==> config.mk <==
export PLATFORM = sky130hd
export DESIGN_NAME = xor_cipher_seq
export DESIGN_NICKNAME = d
export VERILOG_FILES = /design/src/rtl/xor_pkg.sv /design/src/rtl/xor_seq_watchdog.sv /design/src/rtl/xor_cipher_seq.sv
export SDC_FILE = /design/constraint.sdc
export NUM_CORES = 1
export LEC_CHECK = 0
export CELL_PAD_IN_SITES_DETAIL_PLACEMENT = 0
export CELL_PAD_IN_SITES_GLOBAL_PLACEMENT = 1
export CORE_MARGIN = 1
export CORE_UTILIZATION = 45
export CTS_BUF_LIST = sky130_fd_sc_hd__clkbuf_4 sky130_fd_sc_hd__clkbuf_8
export DETAILED_ROUTE_END_ITERATION = 8
export DONT_BUFFER_PORTS = 1
export PLACE_DENSITY = 0.85
export SYNTH_ARGS = -nofsm -noshare
export SYNTH_HDL_FRONTEND = slang
export SYNTH_SLANG_ARGS = --single-unit
==> constraint.sdc <==
create_clock -name clk -period 1.8 [get_ports clk]
set_input_delay 0.27 -clock clk [delete_from_list [all_inputs] [get_ports clk]]
set_output_delay 0.27 -clock clk [all_outputs]
set_load 0.005 [all_outputs]
==> src/rtl/xor_pkg.sv <==
// Shared constants and state encoding for the serial XOR cipher sequencer.
package xor_pkg;

  localparam int KEY_BITS_DEF = 32;
  localparam int MSG_BITS_DEF = 512;
  localparam int TIMEOUT_DEF  = 1023;

  typedef enum logic [2:0] {
    ST_IDLE     = 3'd0,
    ST_LOAD_KEY = 3'd1,
    ST_LOAD_MSG = 3'd2,
    ST_ENCRYPT  = 3'd3,
    ST_STREAM   = 3'd4,
    ST_DONE     = 3'd5,
    ST_ERR      = 3'd6
  } state_e;

endpackage

==> src/rtl/xor_seq_watchdog.sv <==
// Loadable down-counter that saturates at zero; expired_o flags the zero count.
module xor_seq_watchdog #(
  parameter int W = 10
) (
  input  logic         clk,
  input  logic         rst_n,
  input  logic         load_i,
  input  logic [W-1:0] load_val_i,
  input  logic         dec_i,
  output logic         expired_o
);

  logic [W-1:0] cnt_q;

  always_ff @(posedge clk or negedge rst_n) begin
    if (!rst_n) begin
      cnt_q <= '0;
    end else if (load_i) begin
      cnt_q <= load_val_i;
    end else if (dec_i && (cnt_q != '0)) begin
      cnt_q <= cnt_q - 1'b1;
    end
  end

  assign expired_o = (cnt_q == '0);

endmodule

==> src/rtl/xor_cipher_seq.sv <==
// Session sequencer: steers serial bits into key then message paths,
// triggers encryption and supervises the output stream under a watchdog.
module xor_cipher_seq
  import xor_pkg::*;
#(
  parameter  int KEY_BITS = KEY_BITS_DEF,
  parameter  int MSG_BITS = MSG_BITS_DEF,
  parameter  int TIMEOUT  = TIMEOUT_DEF,
  localparam int CW_K     = $clog2(KEY_BITS + 1),
  localparam int CW_M     = $clog2(MSG_BITS + 1)
) (
  input  logic            clk,
  input  logic            rst_n,
  input  logic            ena,
  input  logic            start,
  input  logic            abort,
  input  logic            bit_in,
  input  logic            bit_valid,
  output logic            load_key,
  output logic            load_msg,
  output logic            bit_out,
  output logic            encrypt_go,
  input  logic            encrypt_done,
  input  logic            ser_start,
  input  logic            ser_end,
  output logic            busy,
  output logic            done,
  output logic            err,
  output logic [2:0]      state,
  output logic [CW_K-1:0] key_cnt,
  output logic [CW_M-1:0] msg_cnt
);

  localparam int CW_W = $clog2(TIMEOUT + 1);

  state_e          state_q;
  logic [CW_K-1:0] key_cnt_q;
  logic [CW_M-1:0] msg_cnt_q;
  logic            load_key_q, load_msg_q, bit_out_q, go_q, done_q, err_q, busy_q;
  logic            seen_start_q;

  logic            wd_load, wd_dec, wd_expired;
  logic [CW_W-1:0] wd_val;
  logic            msg_last;

  assign msg_last = bit_valid && (msg_cnt_q == CW_M'(MSG_BITS - 1));

  // Loaded with TIMEOUT-1 on ENCRYPT entry so it reads zero on the TIMEOUT-th cycle.
  always_comb begin
    wd_load = 1'b0;
    wd_val  = '0;
    wd_dec  = 1'b0;
    if (ena) begin
      if (state_q == ST_IDLE) begin
        wd_load = 1'b1;
      end else if (state_q == ST_LOAD_MSG && msg_last && !abort) begin
        wd_load = 1'b1;
        wd_val  = CW_W'(TIMEOUT - 1);
      end else if (state_q == ST_ENCRYPT || state_q == ST_STREAM) begin
        wd_dec = 1'b1;
      end
    end
  end

  xor_seq_watchdog #(.W(CW_W)) u_wd (
    .clk        (clk),
    .rst_n      (rst_n),
    .load_i     (wd_load),
    .load_val_i (wd_val),
    .dec_i      (wd_dec),
    .expired_o  (wd_expired)
  );

  always_ff @(posedge clk or negedge rst_n) begin
    if (!rst_n) begin
      state_q      <= ST_IDLE;
      key_cnt_q    <= '0;
      msg_cnt_q    <= '0;
      load_key_q   <= 1'b0;
      load_msg_q   <= 1'b0;
      bit_out_q    <= 1'b0;
      go_q         <= 1'b0;
      done_q       <= 1'b0;
      err_q        <= 1'b0;
      busy_q       <= 1'b0;
      seen_start_q <= 1'b0;
    end else begin
      load_key_q <= 1'b0;
      load_msg_q <= 1'b0;
      go_q       <= 1'b0;
      done_q     <= 1'b0;
      if (ena) begin
        if (abort) begin
          state_q      <= ST_IDLE;
          key_cnt_q    <= '0;
          msg_cnt_q    <= '0;
          err_q        <= 1'b0;
          busy_q       <= 1'b0;
          seen_start_q <= 1'b0;
        end else begin
          unique case (state_q)
            ST_IDLE, ST_ERR: begin
              if (start) begin
                state_q   <= ST_LOAD_KEY;
                key_cnt_q <= '0;
                msg_cnt_q <= '0;
                err_q     <= 1'b0;
                busy_q    <= 1'b1;
              end
            end
            ST_LOAD_KEY: begin
              if (bit_valid) begin
                load_key_q <= 1'b1;
                bit_out_q  <= bit_in;
                if (key_cnt_q < CW_K'(KEY_BITS)) key_cnt_q <= key_cnt_q + 1'b1;
                if (key_cnt_q == CW_K'(KEY_BITS - 1)) state_q <= ST_LOAD_MSG;
              end
            end
            ST_LOAD_MSG: begin
              if (bit_valid) begin
                load_msg_q <= 1'b1;
                bit_out_q  <= bit_in;
                if (msg_cnt_q < CW_M'(MSG_BITS)) msg_cnt_q <= msg_cnt_q + 1'b1;
                if (msg_last) begin
                  state_q      <= ST_ENCRYPT;
                  go_q         <= 1'b1;
                  seen_start_q <= 1'b0;
                end
              end
            end
            ST_ENCRYPT: begin
              if (wd_expired) begin
                state_q <= ST_ERR;
                err_q   <= 1'b1;
                busy_q  <= 1'b0;
              end else if (encrypt_done) begin
                state_q <= ST_STREAM;
              end
            end
            ST_STREAM: begin
              if (wd_expired) begin
                state_q <= ST_ERR;
                err_q   <= 1'b1;
                busy_q  <= 1'b0;
              end else begin
                if (ser_start) seen_start_q <= 1'b1;
                if (ser_end && seen_start_q) begin
                  state_q <= ST_DONE;
                  done_q  <= 1'b1;
                end
              end
            end
            ST_DONE: begin
              state_q <= ST_IDLE;
              busy_q  <= 1'b0;
            end
            default: begin
              state_q <= ST_IDLE;
              busy_q  <= 1'b0;
            end
          endcase
        end
      end
    end
  end

  assign load_key   = load_key_q;
  assign load_msg   = load_msg_q;
  assign bit_out    = bit_out_q;
  assign encrypt_go = go_q;
  assign done       = done_q;
  assign err        = err_q;
  assign busy       = busy_q;
  assign state      = state_q;
  assign key_cnt    = key_cnt_q;
  assign msg_cnt    = msg_cnt_q;

endmodule

==> run_results.csv, run 1 <==
group,metric,value,unit
clocking,clk_pin_slew,0.07,ns
cells_and_area,fin_cells,352,
timing,rsz0062_at_grt,"yes",
detailed_routing,wl,6150,microns
synthesis,synthSimpleGateAreaFrac,0.240,
critical_path,path_class,"reg2reg",
synthesis,synth_edf_count,0,
timing,worst_pin_slew,0.382,ns
power_and_ir_drop,p_sw_frac,0.413,
detailed_routing,topRoutingLayerUsed,"met4",
critical_path,start_kind,"register",
timing,hold_viol,0,
cells_and_area,n_antenna_cell,0,
detailed_routing,wl_met2,3000,microns
clocking,cts.sinks,37,
timing,skew,0.00169,ns
timing,min_period,2.00,ns
clocking,cts_made_buffers,5,
cells_and_area,utilization,0.673,
place,place_ws,-0.195,ns
floorplan,die_h,71.6,microns
grt,grt_pass1_vias,1908,
critical_path,path_delay_family,"simple AND/OR/NAND/NOR gates",
clocking,cts_buffer_depth,2,
detailed_routing,drc,0,
power_and_ir_drop,p_clk_frac,0.129,
synthesis,synth-async-reset-ratio,1.00,
critical_path,cp_max_fo,3,
synthesis,ys_warn_count,0,
floorplan,core_area,0.00450,sq mm
critical_path,slowest_delay,0.50,ns
timing,maxSlewViolCount,0,
timing,fin_crit_sh,1.11,
synthesis,avgSynthCellArea,9.41,sq um
critical_path,path_buf_inv,0,
floorplan,ioPinCount,36,
critical_path,end_kind,"register",
cells_and_area,area_growth,38.8,%
floorplan,die_x,71.6,microns
place,place_area,0.00265,sq mm
detailed_routing,vias,2119,
place,post-place-cells,334,
clocking,root_buffer,"clkbuf_8",
power_and_ir_drop,power_density,1400,mW/mm^2
grt,grt_antenna_before_repair,0,
cells_and_area,nNetsFinal,315,
synthesis,synthXorXnorAreaFrac,0.0361,
min_path,hp-class,"in2reg",
detailed_routing,drt_pass1_iterations,4,
grt,grtUsageTotal,0.232,
power_and_ir_drop,internal_power,2490,uW
timing,max_freq,0.501,GHz
timing,final.setup.worst_slack,-0.196,ns
floorplan,die_area,0.00513,sq mm
synthesis,synth-compound-area-share,0.206,
detailed_routing,vias_per_cell,6.02,
clocking,h-tree-depth,2,
power_and_ir_drop,p_leak,0.00138,uW
job,maxCapViolCount,0,
power_and_ir_drop,p_switching,1750,uW
synthesis,ys_seq_area_frac,0.424,
synthesis,synth_cell_types,55,
cells_and_area,final_cell_area,0.00303,sq mm
synthesis,synth-main-ff-cell,"dfrtp_1",
synthesis,synthMuxAreaShare,0.0304,
place,place.gp.congestion,0.809,
critical_path,crit_arrival,2.17,ns
synthesis,synth-seq-cells,37,
synthesis,synth_cells,232,
cells_and_area,layout-drive-gt1-share,0.397,
grt,grt_max_degree,38,
critical_path,worstPathCellList,"ha_2 > nand3_2 > or4b_4 > a32oi_2 > o221a_4 > mux2_4",
floorplan,fp-row-count,24,
timing,setup_violations,5,
synthesis,synthAdderAreaFrac,0.0229,
clocking,clock_latency,0.29,ns
synthesis,synth_top_family_by_area,"simple AND/OR/NAND/NOR gates",
timing,slew_headroom,0.745,
synthesis,syn-cell-area,0.00218,sq mm
critical_path,required,1.98,ns
detailed_routing,drt_iter0_markers,124,
grt,grt_pass1_wl,9250,microns
detailed_routing,wl_per_cell,17.5,microns
status,violations,"negative setup slack",
place,hpwl,4080,microns
floorplan,initial_core_util,0.484,
detailed_routing,route.met3.wl,352,microns
detailed_routing,wl_met1,2680,microns
critical_path,slowest_stage,"or4b_4",
clocking,cts_tree,"yes",
status,outcome,"finished with violations",
power_and_ir_drop,ir_worst_vdd,0.985,mV
detailed_routing,final_antenna_net_count,0,
power_and_ir_drop,seq_power_share,0.264,
power_and_ir_drop,p_comb_frac,0.606,
synthesis,synth_nets,246,
place,numPortBuffers,0,
grt,overflow,0,
cells by family after synthesis:
kind of cell / Yosys count
fa+ha+maj: 4
flops: 37
xor+xnor: 9
mux: 5
buf+inv: 19
simple gates: 93
compound gates: 65
synth_stat cells (3+ instances only):
master / count / area share
clkbuf_1: 3 / 0.0052
o21ai_0: 20 / 0.046
mux2_4: 3 / 0.021
o31ai_1: 9 / 0.031
dfrtp_1: 37 / 0.42
and3_1: 3 / 0.0086
nor3_1: 6 / 0.014
nand3_1: 13 / 0.030
nand4_1: 4 / 0.011
a21oi_1: 15 / 0.034
nand2b_1: 5 / 0.014
nand3b_1: 3 / 0.010
nor4_1: 6 / 0.017
inv_1: 9 / 0.015
nor2_1: 17 / 0.029
ha_1: 4 / 0.023
xor2_1: 8 / 0.032
buf_2: 5 / 0.011
nand2_1: 16 / 0.028
and4_1: 3 / 0.012
sequential cells by signal, summed over array words and instances, names as in the netlist:
signal / cells
load_msg: 1
u_wd.cnt_q: 10
msg_cnt: 10
done: 1
state: 3
encrypt_go: 1
key_cnt: 6
err: 1
seen_start_q: 1
busy: 1
load_key: 1
bit_out: 1
timing repair:
| item | 4_1_cts | 5_1_grt |
|---|---|---|
| hold buffers | 2 | 0 |
| pin swaps | 4 | 20 |
| endpoints found under the hold margin | 37 | 0 |
| setup endpoints to repair | 20 | 33 |
| gates resized for setup | 8 | 47 |
| cloned | 1 | 2 |
| buffers inserted | 2 | 5 |
per-stage QoR:
stage,hold slack [ns],total power [uW],setup TNS [ns]
after floorplan,-0.0256,2420,-0.515
after global placement,-0.0246,3300,-0.556
after detailed placement,-0.0245,3310,-0.790
after CTS,0.126,3940,-0.576
after global routing,0.127,4520,-1.34
final,0.128,4250,-0.595
per-layer routing:
metal,vias to the layer above,track usage
met5,-,0
met2,66,0.367
li1,1005,-
met4,0,0.0915
met1,1035,0.314
met3,13,0.0478
worst paths after layout:
path                                 to  cells after the start          from  slack [ns]
min in group asynchronous    msg_cnt[3]                      2         rst_n        0.44
max reg2reg                    state[2]                      6    key_cnt[1]       -0.20
min                             bit_out                      1        bit_in        0.13
min reg2reg                seen_start_q                      1  seen_start_q        0.54
max                            state[2]                      6    key_cnt[1]       -0.20
max in group asynchronous      state[0]                      2         rst_n        1.18
power by group through the flow:
stage	combinational [uW]	clock [uW]	sequential, uW
floorplan	1260	0	1160
detailed placement	2180	0	1130
global placement	2160	0	1130
CTS	2270	551	1120
global route	2800	581	1140
finish	2580	550	1120
cell type report:
type	instances	area [sq um]
Sequential cell	37	926
Tap cell	52	65.1
Clock buffer	5	68.8
Clock inverter	1	5.00
Fill cell	372	1480
Inverter	9	33.8
Timing Repair Buffer	71	571
Multi-Input combinational cell	177	1360
placed cells by master, fill, tap and decap left out, drive strengths merged, types with 2 or more instances in the layout:
cell type / instances
nand3b: 3
and3: 3
nand4: 4
nand2: 16
xor2: 8
ha: 4
nor3: 7
mux2: 4
a31oi: 2
and2b: 2
o22a: 2
o21ai: 20
o31ai: 10
o41ai: 2
nor4b: 2
a211oi: 3
nand3: 13
nor4: 6
a21oi: 15
and4: 3
a41oi: 2
nor3b: 2
inv: 9
nand2b: 5
dfrtp: 37
clkbuf: 5
buf: 70
or2: 4
nor2: 17
nor2b: 2
Power figures use the tool's default switching activity.
==> run 2, diff against run 1 <==
Settings changed: ABC_AREA set to 1, CORE_UTILIZATION 45 to 43, PLACE_DENSITY 0.85 to 0.86.
==> run 2 against run 1 <==
The flow now finishes without violations; clock skew is 0.0033 ns higher; register-to-register slack better by 0.35 ns; count of clock-buffer cells in the layout is 2 higher; die area is 20% higher; core utilization is 18 points lower; first-iteration DRC count is 62% higher; synthesized cell count is 54% higher; final cell count is 26% higher; critical path type unchanged.
==> run_results.csv, run 2 <==
group,metric,value,unit
status,outcome,"completed",
clocking,cts_tree,"yes",
synthesis,synth_area_leaders,"dfrtp_1, nand2_1, nand3_1",
synthesis,synth_cell_types,30,
cells_and_area,final.fill_count,569,
critical_path,ff2ff_path_depth,8,
min_path,hp-class,"in2reg",
cells_and_area,mostFrequentLayoutCell,"nand2_1",
floorplan,core_area,0.00557,sq mm
detailed_routing,vias,2312,
critical_path,crit_arrival,1.82,ns
grt,grt_pass1_wl,10300,microns
timing,worst_pin_slew,0.400,ns
synthesis,synth_cells,357,
timing,skew,0.00500,ns
grt,grtUsageTotal,0.212,
floorplan,die_x,78.6,microns
floorplan,ioPinCount,36,
synthesis,ys_warn_count,0,
clocking,h-tree-depth,2,
critical_path,cp_num_cells,8,
power_and_ir_drop,power_density,1220,mW/mm^2
timing,fin_crit_sh,0.915,
detailed_routing,wl_met2,2770,microns
critical_path,worstPathCellList,"nor2_1 > inv_1 > nor2_1 > nand2_1 > nand3_2 > nand3_4 > nand2_1 > nand2_1",
critical_path,startpoint,"u_wd.cnt_q[4]",
power_and_ir_drop,power,3370,uW
cells_and_area,layout-drive-gt1-share,0.132,
synthesis,yosys.area.top_type,"dfrtp_1",
timing,rsz0062_at_grt,"yes",
place,place.gp.congestion,0.896,
detailed_routing,drt_iter0_markers,201,
clocking,cts_made_buffers,5,
timing,hold_ws,0.121,ns
detailed_routing,topRoutingLayerUsed,"met4",
timing,slew_headroom,0.733,
floorplan,fp-row-count,27,
critical_path,path_delay_family,"simple AND/OR/NAND/NOR gates",
detailed_routing,drt_pass1_iterations,4,
critical_path,slowest_stage,"dfrtp_1",
critical_path,required,1.98,ns
synthesis,synthTopCellsByCount,"nand2_1, inv_1, dfrtp_1, nor2_1, nand3_1",
cells_and_area,nNetsFinal,385,
min_path,min_from,"bit_in",
power_and_ir_drop,ir_worst_vdd,0.543,mV
critical_path,start_kind,"register",
timing,hold_viol,0,
synthesis,synth-main-ff-cell,"dfrtp_1",
critical_path,path_class,"reg2reg",
critical_path,slowest_delay,0.43,ns
synthesis,synth_nets,371,
synthesis,ys_seq_area_frac,0.367,
timing,min_period,1.65,ns
critical_path,cpMostUsedCell,"nand2_1",
detailed_routing,vias_per_cell,5.22,
cells_and_area,final_cell_area,0.00277,sq mm
place,place_area,0.00265,sq mm
synthesis,avgSynthCellArea,7.06,sq um
critical_path,rr_startpoint,"u_wd.cnt_q[4]",
timing,maxSlewViolCount,0,
detailed_routing,wl_per_cell,13.5,microns
clocking,cts_buffer_depth,2,
place,hpwl,4360,microns
min_path,hold_depth,2,
detailed_routing,route.met3.wl,350,microns
detailed_routing,wl_met1,2810,microns
detailed_routing,drc,0,
synthesis,syn-cell-area,0.00252,sq mm
floorplan,die_area,0.00617,sq mm
grt,overflow,0,
detailed_routing,final_antenna_net_count,0,
power_and_ir_drop,p_leak,0.00137,uW
synthesis,netlist.area_leader.share,0.367,
clocking,root_buffer,"clkbuf_8",
timing,setup_violations,0,
grt,grt_pass1_vias,2111,
place,numPortBuffers,0,
floorplan,initial_core_util,0.452,
critical_path,end_kind,"register",
clocking,clock_latency,0.28,ns
grt,grt_antenna_before_repair,0,
synthesis,synth_edf_count,0,
floorplan,die_h,78.6,microns
cells_and_area,mostFrequentLayoutCells,"nand2_1, inv_1, dfrtp_1",
synthesis,synth_most_common_cell,"nand2_1",
cells_and_area,area_growth,9.98,%
clocking,cts.sinks,37,
clocking,post_cts_buffers,0,
cells_and_area,n_antenna_cell,0,
job,maxCapViolCount,0,
clocking,clk_pin_slew,0.07,ns
timing,max_freq,0.607,GHz
grt,grt_max_degree,38,
synthesis,synth-async-reset-ratio,1.00,
synthesis,synth-seq-cells,37,
place,post-place-cells,434,
critical_path,path_buf_inv,1,
cells_and_area,fin_cells,443,
detailed_routing,wl,5970,microns
critical_path,cp_max_fo,11,
-- run 2: cell count changes after synthesis, sizes merged, moves of 5 or more --
cell	previous run	this run
nor2	17	42
o31ai	10	0
nand4	4	18
o21ai	20	26
nand3	13	38
nand2b	5	0
inv	9	42
a21oi	15	7
nand2	16	118
-- run 2: layer usage --
metal	GRT usage	up-vias
met5	0	-
met4	0.0667	0
met3	0.0442	2
met2	0.329	57
met1	0.294	1064
li1	-	1189
-- run 2: power breakdown --
part	leakage, uW	total [uW]	internal (uW)	switching, uW
clock	0.0000477	605	319	285
combinational	0.000825	1620	567	1050
sequential	0.000502	1150	994	157
total	0.00137	3370	1880	1490
-- run 2: timing repair --
item / CTS / global route
endpoints found under the setup margin: 0 / 3
gates resized for setup: 0 / 1
hold buffers: 2 / 0
endpoints found under the hold margin: 37 / 0
-- run 2: worst paths after layout --
kind | to | slack [ns]
max in group asynchronous | u_wd.cnt_q[3] | 1.15
worst max register to register | u_wd.cnt_q[7] | 0.15
worst min register to register | err | 0.51
min in group asynchronous | u_wd.cnt_q[2] | 0.46
worst max-delay path | u_wd.cnt_q[7] | 0.15
worst min-delay path | bit_out | 0.12
-- run 2: cell type report --
| type | count | area [sq um] | area share |
|---|---|---|---|
| multi-input combinational | 271 | 1390 | 0.501 |
| sequential | 37 | 926 | 0.334 |
| inverter | 42 | 158 | 0.0569 |
| tap | 72 | 90.1 | 0.0325 |
| timing repair buffer | 14 | 120 | 0.0433 |
| clock buffer | 7 | 90.1 | 0.0325 |
-- run 2: kinds of logic (layout without fill, tap and decap cells) --
kind of cell,Yosys count,after routing,share of synthesized area
adder cells (fa/ha/maj),4,4,0.0199
AND/OR/NAND/NOR,225,225,0.423
XOR/XNOR,5,5,0.0174
buffers and inverters,49,63,0.0829
flip-flops,37,37,0.367
AO/OA/AOI/OAI,37,37,0.0894
-- run 2: through the flow --
stage | setup WS [ns] | util | setup TNS, ns
6_report | 0.154 | 0.497 | 0
5_1_grt | -0.00366 | 0.497 | -0.00422
4_1_cts | 0.169 | 0.497 | 0
3_5_place_dp | 0.183 | 0.475 | 0
3_3_place_gp | 0.170 | 0.475 | 0
2_1_floorplan | 0.244 | - | 0
